==> src/rtl/xdma_byp_pkg.sv <==
// Shared definitions for the XDMA descriptor-bypass paths.
package xdma_byp_pkg;

   localparam int BYP_ADDR_W   = 64;
   localparam int BYP_LEN_W    = 28;
   localparam int BYP_CTL_W    = 5;
   // Bit of the XDMA *_sts bus that pulses once per finished descriptor.
   localparam int STS_DONE_BIT = 3;

   typedef struct packed {
      logic [BYP_ADDR_W-1:0] src;
      logic [BYP_ADDR_W-1:0] dst;
      logic [BYP_LEN_W-1:0]  len;
      logic [BYP_CTL_W-1:0]  ctl;
   } byp_desc_t;

   typedef enum logic {
      ST_IDLE  = 1'b0,
      ST_ISSUE = 1'b1
   } byp_state_t;

endpackage

==> src/rtl/rr_arbiter.sv <==
// Round-robin arbiter: grants the first requester at or after the pointer,
// scanning circularly. The pointer moves past the winner only on advance.
module rr_arbiter #(
   parameter  int NUM_REQ = 4,
   localparam int IDX_W   = (NUM_REQ > 1) ? $clog2(NUM_REQ) : 1
) (
   input  logic               clk,
   input  logic               rst,
   input  logic [NUM_REQ-1:0] req,
   input  logic               en,
   input  logic               advance,
   output logic [NUM_REQ-1:0] grant,
   output logic [IDX_W-1:0]   grant_idx
);

   logic [IDX_W-1:0] rr_ptr;
   logic [IDX_W-1:0] cand;
   int               j;

   // Circular priority scan; walking downward lets the closest requester win.
   always_comb begin
      grant     = '0;
      grant_idx = '0;
      cand      = '0;
      j         = 0;
      if (en) begin
         for (int i = NUM_REQ - 1; i >= 0; i--) begin
            j = int'(rr_ptr) + i;
            if (j >= NUM_REQ) j = j - NUM_REQ;
            cand = IDX_W'(j);
            if (req[cand]) begin
               grant       = '0;
               grant[cand] = 1'b1;
               grant_idx   = cand;
            end
         end
      end
   end

   // Pointer moves to the slot just after the winner.
   always_ff @(posedge clk) begin
      if (rst) begin
         rr_ptr <= '0;
      end else if (advance) begin
         if (grant_idx == IDX_W'(NUM_REQ - 1)) rr_ptr <= '0;
         else                                  rr_ptr <= grant_idx + 1'b1;
      end
   end

endmodule

==> src/rtl/xdma_desc_byp_arbiter.sv <==
// Shares one XDMA descriptor-bypass channel among NUM_REQ requesters:
// round-robin grant, one registered issue stage, outstanding limit and
// in-order routing of descriptor-done pulses back to the issuer.
module xdma_desc_byp_arbiter
   import xdma_byp_pkg::*;
#(
   parameter  int NUM_REQ         = 4,
   parameter  int MAX_OUTSTANDING = 8,
   parameter  int ADDR_WIDTH      = BYP_ADDR_W,
   parameter  int LEN_WIDTH       = BYP_LEN_W,
   parameter  int CTL_WIDTH       = BYP_CTL_W,
   localparam int ID_WIDTH        = $clog2(NUM_REQ),
   localparam int CNT_W           = $clog2(MAX_OUTSTANDING) + 1
) (
   input  logic                          CLK,
   input  logic                          RST,
   input  logic [NUM_REQ-1:0]            req_valid,
   output logic [NUM_REQ-1:0]            req_ready,
   input  logic [NUM_REQ*ADDR_WIDTH-1:0] req_src_addr,
   input  logic [NUM_REQ*ADDR_WIDTH-1:0] req_dst_addr,
   input  logic [NUM_REQ*LEN_WIDTH-1:0]  req_len,
   input  logic [NUM_REQ*CTL_WIDTH-1:0]  req_ctl,
   output logic                          done_valid,
   output logic [ID_WIDTH-1:0]           done_id,
   output logic                          byp_load,
   input  logic                          byp_ready,
   output logic [ADDR_WIDTH-1:0]         byp_src_addr,
   output logic [ADDR_WIDTH-1:0]         byp_dst_addr,
   output logic [LEN_WIDTH-1:0]          byp_len,
   output logic [CTL_WIDTH-1:0]          byp_ctl,
   input  logic                          byp_desc_done,
   output logic [CNT_W-1:0]              outstanding,
   output logic                          err_spurious
);

   localparam int PTR_W = $clog2(MAX_OUTSTANDING);

   byp_state_t              state, state_nxt;
   logic [NUM_REQ-1:0]      grant;
   logic [ID_WIDTH-1:0]     grant_idx;
   logic                    grant_en, grant_any;
   logic                    push, pop;

   logic [ADDR_WIDTH-1:0]   src_p1, dst_p1;
   logic [LEN_WIDTH-1:0]    len_p1;
   logic [CTL_WIDTH-1:0]    ctl_p1;
   logic [ID_WIDTH-1:0]     id_p1;

   logic [ID_WIDTH-1:0]     id_fifo [MAX_OUTSTANDING];
   logic [PTR_W-1:0]        wr_ptr, rd_ptr;

   // The descriptor sitting in ISSUE already counts against the limit.
   assign grant_en  = !RST && (state == ST_IDLE) &&
                      (({1'b0, outstanding} + (CNT_W+1)'(state == ST_ISSUE)) <
                       (CNT_W+1)'(MAX_OUTSTANDING));
   assign grant_any = |grant;
   assign req_ready = grant;

   rr_arbiter #(.NUM_REQ(NUM_REQ)) u_rr (
      .clk       (CLK),
      .rst       (RST),
      .req       (req_valid),
      .en        (grant_en),
      .advance   (grant_any),
      .grant     (grant),
      .grant_idx (grant_idx)
   );

   // Next state: capture on grant, release once the IP accepts.
   always_comb begin
      state_nxt = state;
      case (state)
         ST_IDLE:  if (grant_any) state_nxt = ST_ISSUE;
         ST_ISSUE: if (byp_ready) state_nxt = ST_IDLE;
         default:  state_nxt = ST_IDLE;
      endcase
   end

   // ---- issue stage (p1): fields held stable while byp_load waits ----
   // Capture the winner's descriptor; data path is not reset.
   always_ff @(posedge CLK) begin
      if (grant_any) begin
         src_p1 <= req_src_addr[int'(grant_idx)*ADDR_WIDTH +: ADDR_WIDTH];
         dst_p1 <= req_dst_addr[int'(grant_idx)*ADDR_WIDTH +: ADDR_WIDTH];
         len_p1 <= req_len[int'(grant_idx)*LEN_WIDTH +: LEN_WIDTH];
         ctl_p1 <= req_ctl[int'(grant_idx)*CTL_WIDTH +: CTL_WIDTH];
         id_p1  <= grant_idx;
      end
   end

   // Outputs are gated by state so they read zero whenever nothing is offered.
   assign byp_load     = (state == ST_ISSUE);
   assign byp_src_addr = byp_load ? src_p1 : '0;
   assign byp_dst_addr = byp_load ? dst_p1 : '0;
   assign byp_len      = byp_load ? len_p1 : '0;
   assign byp_ctl      = byp_load ? ctl_p1 : '0;

   assign push = byp_load && byp_ready;
   assign pop  = byp_desc_done && (outstanding != '0);

   // ---- completion stage: ID FIFO tracks issue order ----
   // ID storage; occupancy is tracked by the outstanding counter.
   always_ff @(posedge CLK) begin
      if (push) id_fifo[wr_ptr] <= id_p1;
   end

   // Control state, pointers, counter and completion/error flags.
   always_ff @(posedge CLK) begin
      if (RST) begin
         state        <= ST_IDLE;
         wr_ptr       <= '0;
         rd_ptr       <= '0;
         outstanding  <= '0;
         done_valid   <= 1'b0;
         done_id      <= '0;
         err_spurious <= 1'b0;
      end else begin
         state      <= state_nxt;
         done_valid <= pop;
         if (push) wr_ptr <= wr_ptr + 1'b1;
         if (pop) begin
            rd_ptr  <= rd_ptr + 1'b1;
            done_id <= id_fifo[rd_ptr];
         end
         case ({push, pop})
            2'b10:   outstanding <= outstanding + 1'b1;
            2'b01:   outstanding <= outstanding - 1'b1;
            default: outstanding <= outstanding;
         endcase
         if (byp_desc_done && (outstanding == '0)) err_spurious <= 1'b1;
      end
   end

   // A push into a full FIFO would mean the grant limit was bypassed.
   assert property (@(posedge CLK) disable iff (RST)
      !(push && !pop && (outstanding == CNT_W'(MAX_OUTSTANDING))));

endmodule

==> config.mk <==
export PLATFORM = sky130hd
export DESIGN_NAME = xdma_desc_byp_arbiter
export DESIGN_NICKNAME = d
export VERILOG_FILES = /design/src/rtl/xdma_byp_pkg.sv /design/src/rtl/rr_arbiter.sv /design/src/rtl/xdma_desc_byp_arbiter.sv
export SDC_FILE = /design/constraint.sdc
export NUM_CORES = 1
export LEC_CHECK = 0
export CAP_MARGIN = 25
export CORE_AREA = 2 2 321 323
export CTS_CLUSTER_DIAMETER = 100
export CTS_CLUSTER_SIZE = 8
export DETAILED_ROUTE_END_ITERATION = 6
export DIE_AREA = 0 0 323 325
export PLACE_DENSITY_LB_ADDON = 0.2
export SETUP_SLACK_MARGIN = 0.02
export SLEW_MARGIN = 10
export SYNTH_ARGS = -nofsm -noshare
export SYNTH_HDL_FRONTEND = slang
export SYNTH_SLANG_ARGS = --single-unit
export TNS_END_PERCENT = 5
==> constraint.sdc <==
create_clock -name CLK -period 9.5 [get_ports CLK]
set_input_delay 2.375 -clock CLK [delete_from_list [all_inputs] [get_ports CLK]]
set_output_delay 2.375 -clock CLK [all_outputs]
set_load 0.005 [all_outputs]
==> impl_metrics.csv, run 1 <==
group,metric,value,unit
status,status,"finished with violations",
status,violations,"DRC",
global_route,grt_overflow,0,
setup_path,crit_fanout,20,
setup_path,cp-start-kind,"input port",
layout,drive_gt1_share,3.62,%
routing,drc,1,
yosys,synth_top_area_share,39.9,%
timing,relSlewSlack,38.8,%
clock_network,cts_setup_buffers,0,
timing,setup_violations,0,
yosys,synth-edff-count,179,
setup_path,setup.worst_path.end_class,"primary output",
timing,grt_setup_unrepaired,"no",
flow_run,cap_violations,0,
yosys,yosys_warnings,0,
clock_network,ctsRootBufferMaster,"clkbuf_16",
yosys,ys_seq_area_share,42.4,%
setup_path,path_class,"in -> out",
routing,wl,61500,um
floorplan,ios,826,
placement,io_buffers,825,
pwr,p_leak,9.52,nW
timing,tns,0,ns
floorplan,placementRows,117,
setup_path,slowest_stage,"nor3_1",
floorplan,start_util,13.3,%
placement,dpl.hpwl,48300,um
timing,tightestPinTransition,0.918,ns
timing,finalCritPeriodShare,76.3,%
layout,num-nets-final,2502,
setup_path,crit_top_cell,"clkdlybuf4s50_1",
clock_network,cts_hold_buf,0,
yosys,synth_area_leader_cell,"edfxtp_1",
routing,firstDrtPassIters,7,
global_route,track_usage,11.4,%
clock_network,clk_path_buf_depth,2,
yosys,synth_fp_nets,1722,
routing,wl_per_cell,19.1,um
floorplan,die_w,323,um
clock_network,clkTransAtPathRegs,0.08,ns
clock_network,numCtsBuffers,17,
timing,clock_skew,0.0147,ns
timing,final.setup.worst_slack,2.25,ns
layout,syn_to_final_growth,74.0,%
yosys,synth_xor_area_share,0.455,%
yosys,syn_area,13500,um^2
yosys,synth_adder_area_share,1.30,%
routing,drt_iter0_drc,379,
routing,vias,11400,
setup_path,path_delay_family,"buffers and inverters",
pwr,ir_drop,0.000288,V
placement,dp_slack,2.30,ns
min_path,min_path_type,"reg -> reg",
global_route,antenna_found_initial,13,
clock_network,cts_tree,"built",
setup_path,critPathMaxStageDelay,0.67,ns
setup_path,critPathArrivalTime,4.88,ns
floorplan,die_height,325,um
setup_path,cp.required,7.13,ns
yosys,synth_top_family_by_area,"multiplexers",
yosys,yosys.area_share.simple,9.81,%
setup_path,path_buf_inv,3,
yosys,synth_ff_type,"edfxtp_1",
timing,period_needed,7.25,ns
timing,fmax,138,MHz
yosys,yosys-top-cells-area,"edfxtp_1 (40%), mux2i_1 (36%), and2_1 (7.6%), buf_12 (3.4%), dfxtp_1 (2.5%)",
yosys,synth_compound_area_share,1.67,%
global_route,grt_start_max_net_pins,103,
yosys,synthCells,1056,
yosys,ys_types,39,
clock_network,worst_skew_pair.late_latency,0.52,ns
timing,hold_viol,0,
yosys,async_flop_share,0,%
yosys,ys_ff_latch,196,
yosys,synth.area.mux_share,38.1,%
floorplan,core-area,101000,um^2
global_route,grt_pass1_wl,85600,um
pwr,p_per_area,238,nW/um^2
yosys,avgSynthCellArea,12.8,um^2
timing,drv_slew,0,
clock_network,cts_sinks,196,
setup_path,crit_path_cell_trace,"clkdlybuf4s50_1 > buf_4 > nor3_1 > o21ai_0 > a31oi_1 > clkdlybuf4s50_1",
clock_network,cts.repair.resized,0,
clock_network,h-tree-depth,4,
routing,detail-route-antenna-nets,0,
global_route,grt_pass1_vias,12300,
routing,via_per_inst,3.54,
placement,gp_congestion,0.838,
floorplan,die_area,105000,um^2
-- worst reg2reg max path, cell delays in order (launching register included) --
cell and delay (ns):
dfxtp_1 0.76, bufinv_8 0.32, ha_1 0.40, mux2_4 0.36
mux2i_4 0.29, a21oi_2 0.13, o221ai_4 0.58, buf_12 0.54
buf_4 0.74, mux2i_1 0.30, mux2i_1 0.10
-- metal layers --
metal / GRT usage [%] / share of wire [%]
met1: 11.7 / 37
met2: 21.2 / 53
met3: 4.31 / 8.1
met4: 3.25 / 1.9
met5: 0 / 0.018
-- final timing paths --
kind                        from           end  slack [ns]  cells after the start
setup / recovery             RST  req_ready[2]        2.25                      6
hold / removal      err_spurious  err_spurious        0.51                      2
setup reg to reg  u_rr.rr_ptr[0]    src_p1[56]        4.69                     10
hold reg to reg     err_spurious  err_spurious        0.51                      2
-- power breakdown --
group          total, mW  internal, mW  switching, mW
Sequential          1.76          1.62          0.142
Combinational       3.00          1.46           1.54
Clock              0.812         0.379          0.432
-- cell type report --
| class | count | area [um^2] |
|---|---|---|
| antenna | 5 | 12.5 |
| clock buffer | 17 | 425 |
| clock inverter | 15 | 184 |
| fill | 10900 | 77900 |
| inverter | 6 | 43.8 |
| multi-input combinational | 777 | 6930 |
| sequential | 196 | 5720 |
| tap | 1368 | 1710 |
| timing repair buffer | 838 | 8420 |
-- cells in the mapped netlist, types with 5 or more instances --
cell type    n
o21ai_0      8
edfxtp_1   179
xor2_1       6
mux4_2       6
buf_12      23
buf_2       10
mux2i_1    491
and2_1     163
a31oi_1      5
nor2_1      16
a21oi_1      9
nand2_1      5
clkbuf_1    30
nand2b_1     7
nor2b_1      6
nand3_1      7
buf_6       10
a211oi_1     6
ha_1        14
dfxtp_1     17
nor3_1       5
-- cell families (layout without fill, tap and decap cells) --
group | Yosys count | after routing
buffers and inverters | 83 | 876
DFF | 196 | 196
xor gates and xnor gates | 7 | 7
other | 0 | 5
and+or+nand+nor | 219 | 219
muxes | 502 | 502
adders and majority gates | 14 | 14
AOI/OAI and AO/OA | 35 | 35
-- layout by cell type (no fill, tap or decap), types with 6 or more instances in the layout --
| cell | synthesis | final |
|---|---|---|
| clkdlybuf4s50_1 | 0 | 825 |
| mux2i_1 | 491 | 491 |
| edfxtp_1 | 179 | 179 |
| and2_1 | 163 | 163 |
| clkbuf_16 | 0 | 17 |
| nor2_1 | 16 | 16 |
| dfxtp_1 | 17 | 16 |
| ha_1 | 14 | 14 |
| o21ai_0 | 8 | 8 |
| a21oi_1 | 9 | 8 |
| buf_4 | 0 | 8 |
| nand3_1 | 7 | 7 |
| nand2b_1 | 7 | 7 |
| a211oi_1 | 6 | 6 |
| mux4_2 | 6 | 6 |
| nor2b_1 | 6 | 6 |
| xor2_1 | 6 | 6 |
-- per-stage QoR --
stage	std cells	hold WS (ns)	power (mW)	util, %	area [um^2]
2_1_floorplan	1056	0.460	3.69	-	13500
3_3_place_gp	3185	0.478	4.88	22.5	22800
3_5_place_dp	3185	0.489	4.89	22.5	22800
4_1_cts	3217	0.513	5.74	23.1	23400
5_1_grt	3221	0.543	5.98	23.1	23400
6_report	3222	0.506	5.58	23.1	23400
-- sequential cells by signal (all words and copies together) (netlist names) --
| signal | flops |
|---|---|
| dst_p1 | 64 |
| done_id | 2 |
| id_p1 | 2 |
| src_p1 | 64 |
| outstanding | 4 |
| wr_ptr | 3 |
| err_spurious | 1 |
| byp_load | 1 |
| done_valid | 1 |
| ctl_p1 | 5 |
| len_p1 | 28 |
| id_fifo | 16 |
| u_rr.rr_ptr | 2 |
| rd_ptr | 3 |
(Power assumes the default switching activity.)
==> run 2, diff against run 1 <==
- CORE_AREA: 2 2 321 323 -> 2 2 324 326
- DIE_AREA: 0 0 323 325 -> 0 0 326 328
- clock period: 9.5 -> 7.5 ns (I/O delays scaled with it)
==> impl_metrics.csv, run 2 (synthesis results as in run 1) <==
group,metric,value,unit
global_route,antenna_found_initial,10,
timing,fmax,160,MHz
layout,final_common_cell,"clkdlybuf4s50_1",
layout,regArea,5720,um^2
clock_network,cts.repair.resized,0,
routing,via_per_inst,3.51,
setup_path,crit_top_cell,"clkdlybuf4s50_1",
status,status,"finished, final reports clean",
floorplan,ios,826,
setup_path,r2r_start,"u_rr.rr_ptr[0]",
routing,vias,11400,
timing,setup_violations,0,
timing,hold_viol,0,
global_route,grt_pass1_vias,12500,
floorplan,core-area,103000,um^2
pwr,p_per_area,303,nW/um^2
setup_path,r2r_setup_slack,3.05,ns
clock_network,cts_tree,"built",
layout,fin_cells,3256,
setup_path,setup.worst_path.end_class,"primary output",
timing,grt_setup_unrepaired,"no",
setup_path,reg2reg_depth,9,
pwr,p_leak,9.64,nW
layout,drive_gt1_share,4.60,%
setup_path,critPathMaxStageDelay,0.65,ns
floorplan,die_w,326,um
timing,relSlewSlack,36.2,%
clock_network,numCtsBuffers,17,
setup_path,critPathArrivalTime,4.36,ns
placement,placedCellCount,3216,
global_route,grt_start_max_net_pins,100,
timing,final.setup.worst_slack,1.27,ns
setup_path,startpoint,"req_valid[1]",
floorplan,die_area,107000,um^2
routing,detail-route-antenna-nets,0,
timing,tightestPinTransition,0.957,ns
flow_run,cap_violations,0,
setup_path,slowest_stage,"clkdlybuf4s50_1",
global_route,grt_pass1_wl,87600,um
clock_network,worst_skew_pair.late_latency,0.52,ns
timing,drv_slew,0,
layout,postLayoutCellArea,23700,um^2
global_route,track_usage,11.4,%
clock_network,clkTransAtPathRegs,0.08,ns
setup_path,cp-start-kind,"input port",
floorplan,placementRows,118,
pwr,ir_drop,0.000372,V
min_path,min_path_type,"reg -> reg",
layout,fillCellCount,11000,
layout,syn_to_final_growth,75.6,%
global_route,grt_overflow,0,
setup_path,crit_fanout,5,
placement,placed_cell_area,23000,um^2
floorplan,die_height,328,um
routing,drt_iter0_drc,399,
clock_network,cts_setup_buffers,0,
timing,tns,0,ns
min_path,worstHoldEndpoint,"err_spurious",
min_path,holdPathStages,2,
placement,dp_slack,1.25,ns
clock_network,clk_path_buf_depth,2,
min_path,hp-start,"err_spurious",
routing,wl,62900,um
placement,gp_congestion,0.867,
layout,num-nets-final,2521,
timing,clock_skew,0.0112,ns
routing,firstDrtPassIters,4,
global_route,grt.busiest_layer,"met2",
timing,period_needed,6.23,ns
setup_path,crit_path_cell_trace,"clkdlybuf4s50_1 > mux4_2 > nor2b_1 > nand3_1 > a31oi_1 > clkdlybuf4s50_1",
global_route,use_met2,21.4,%
clock_network,cts_sinks,196,
setup_path,path_class,"in -> out",
setup_path,path_delay_family,"buffers and inverters",
placement,io_buffers,825,
clock_network,cts_hold_buf,0,
clock_network,h-tree-depth,4,
timing,finalCritPeriodShare,83.1,%
placement,dpl.hpwl,50800,um
global_route,use_met1,12.1,%
global_route,grtUsageMet3,3.82,%
floorplan,start_util,13.1,%
timing,whs,0.499,ns
setup_path,cp.required,5.62,ns
setup_path,path_buf_inv,2,
layout,final_cell_mix,"clkdlybuf4s50_1 (825), mux2i_1 (491), edfxtp_1 (179)",
layout,multi_input_area,6930,um^2
routing,wl_per_cell,19.3,um
setup_path,reg2reg_to,"dst_p1[33]",
routing,drc,0,
layout,top_regs,"dst_p1: 64 flops, src_p1: 64 flops, len_p1: 28 flops",
clock_network,ctsRootBufferMaster,"clkbuf_16",
## run 2: cell type report
type	instances	area share, %
clock buffers	18	1.90
multi-input cells	777	29.3
diodes	8	0.0846
clock inverters	14	0.645
inverters	6	0.185
flip-flops and latches	196	24.2
repair buffers	857	36.4
well taps	1380	7.30
## run 2: metrics by stage
stage | utilization (%) | power, mW
floorplan | - | 4.68
global placement | 22.3 | 6.26
detailed placement | 22.3 | 6.30
CTS | 22.9 | 7.38
global route | 22.9 | 7.66
finish | 22.9 | 7.16
## run 2: worst max-delay path by stage
stage                   end  slack, ns  depth (start not counted)
5_1_grt        req_ready[1]       1.15                          5
2_1_floorplan     ctl_p1[0]       0.72                          6
4_1_cts        req_ready[1]       1.24                          5
3_3_place_gp   req_ready[1]       1.28                          5
3_5_place_dp   req_ready[1]       1.25                          5
6_report       req_ready[1]       1.27                          6
## run 2: power by group
part           internal, mW  total (mW)  switching [mW]
Combinational          1.92        3.91            2.00
Clock                 0.466        1.01           0.546
Sequential             2.05        2.23           0.183
## run 2: worst register-to-register path: stages (launching register included)
cell,delay (ns)
dfxtp_1,0.75
bufinv_8,0.32
ha_1,0.41
mux2_4,0.37
and3_2,0.23
a211oi_1,0.25
a31oi_1,0.19
nor4_4,0.59
inv_8,0.36
buf_12,0.64
## run 2: per-layer routing
metal  share of wire (%)  vias to the layer above
met3                 6.6                       44
li1                    -                     5533
met4                 1.5                        0
met1                  38                     5441
met2                  54                      421
met5                   0                        -
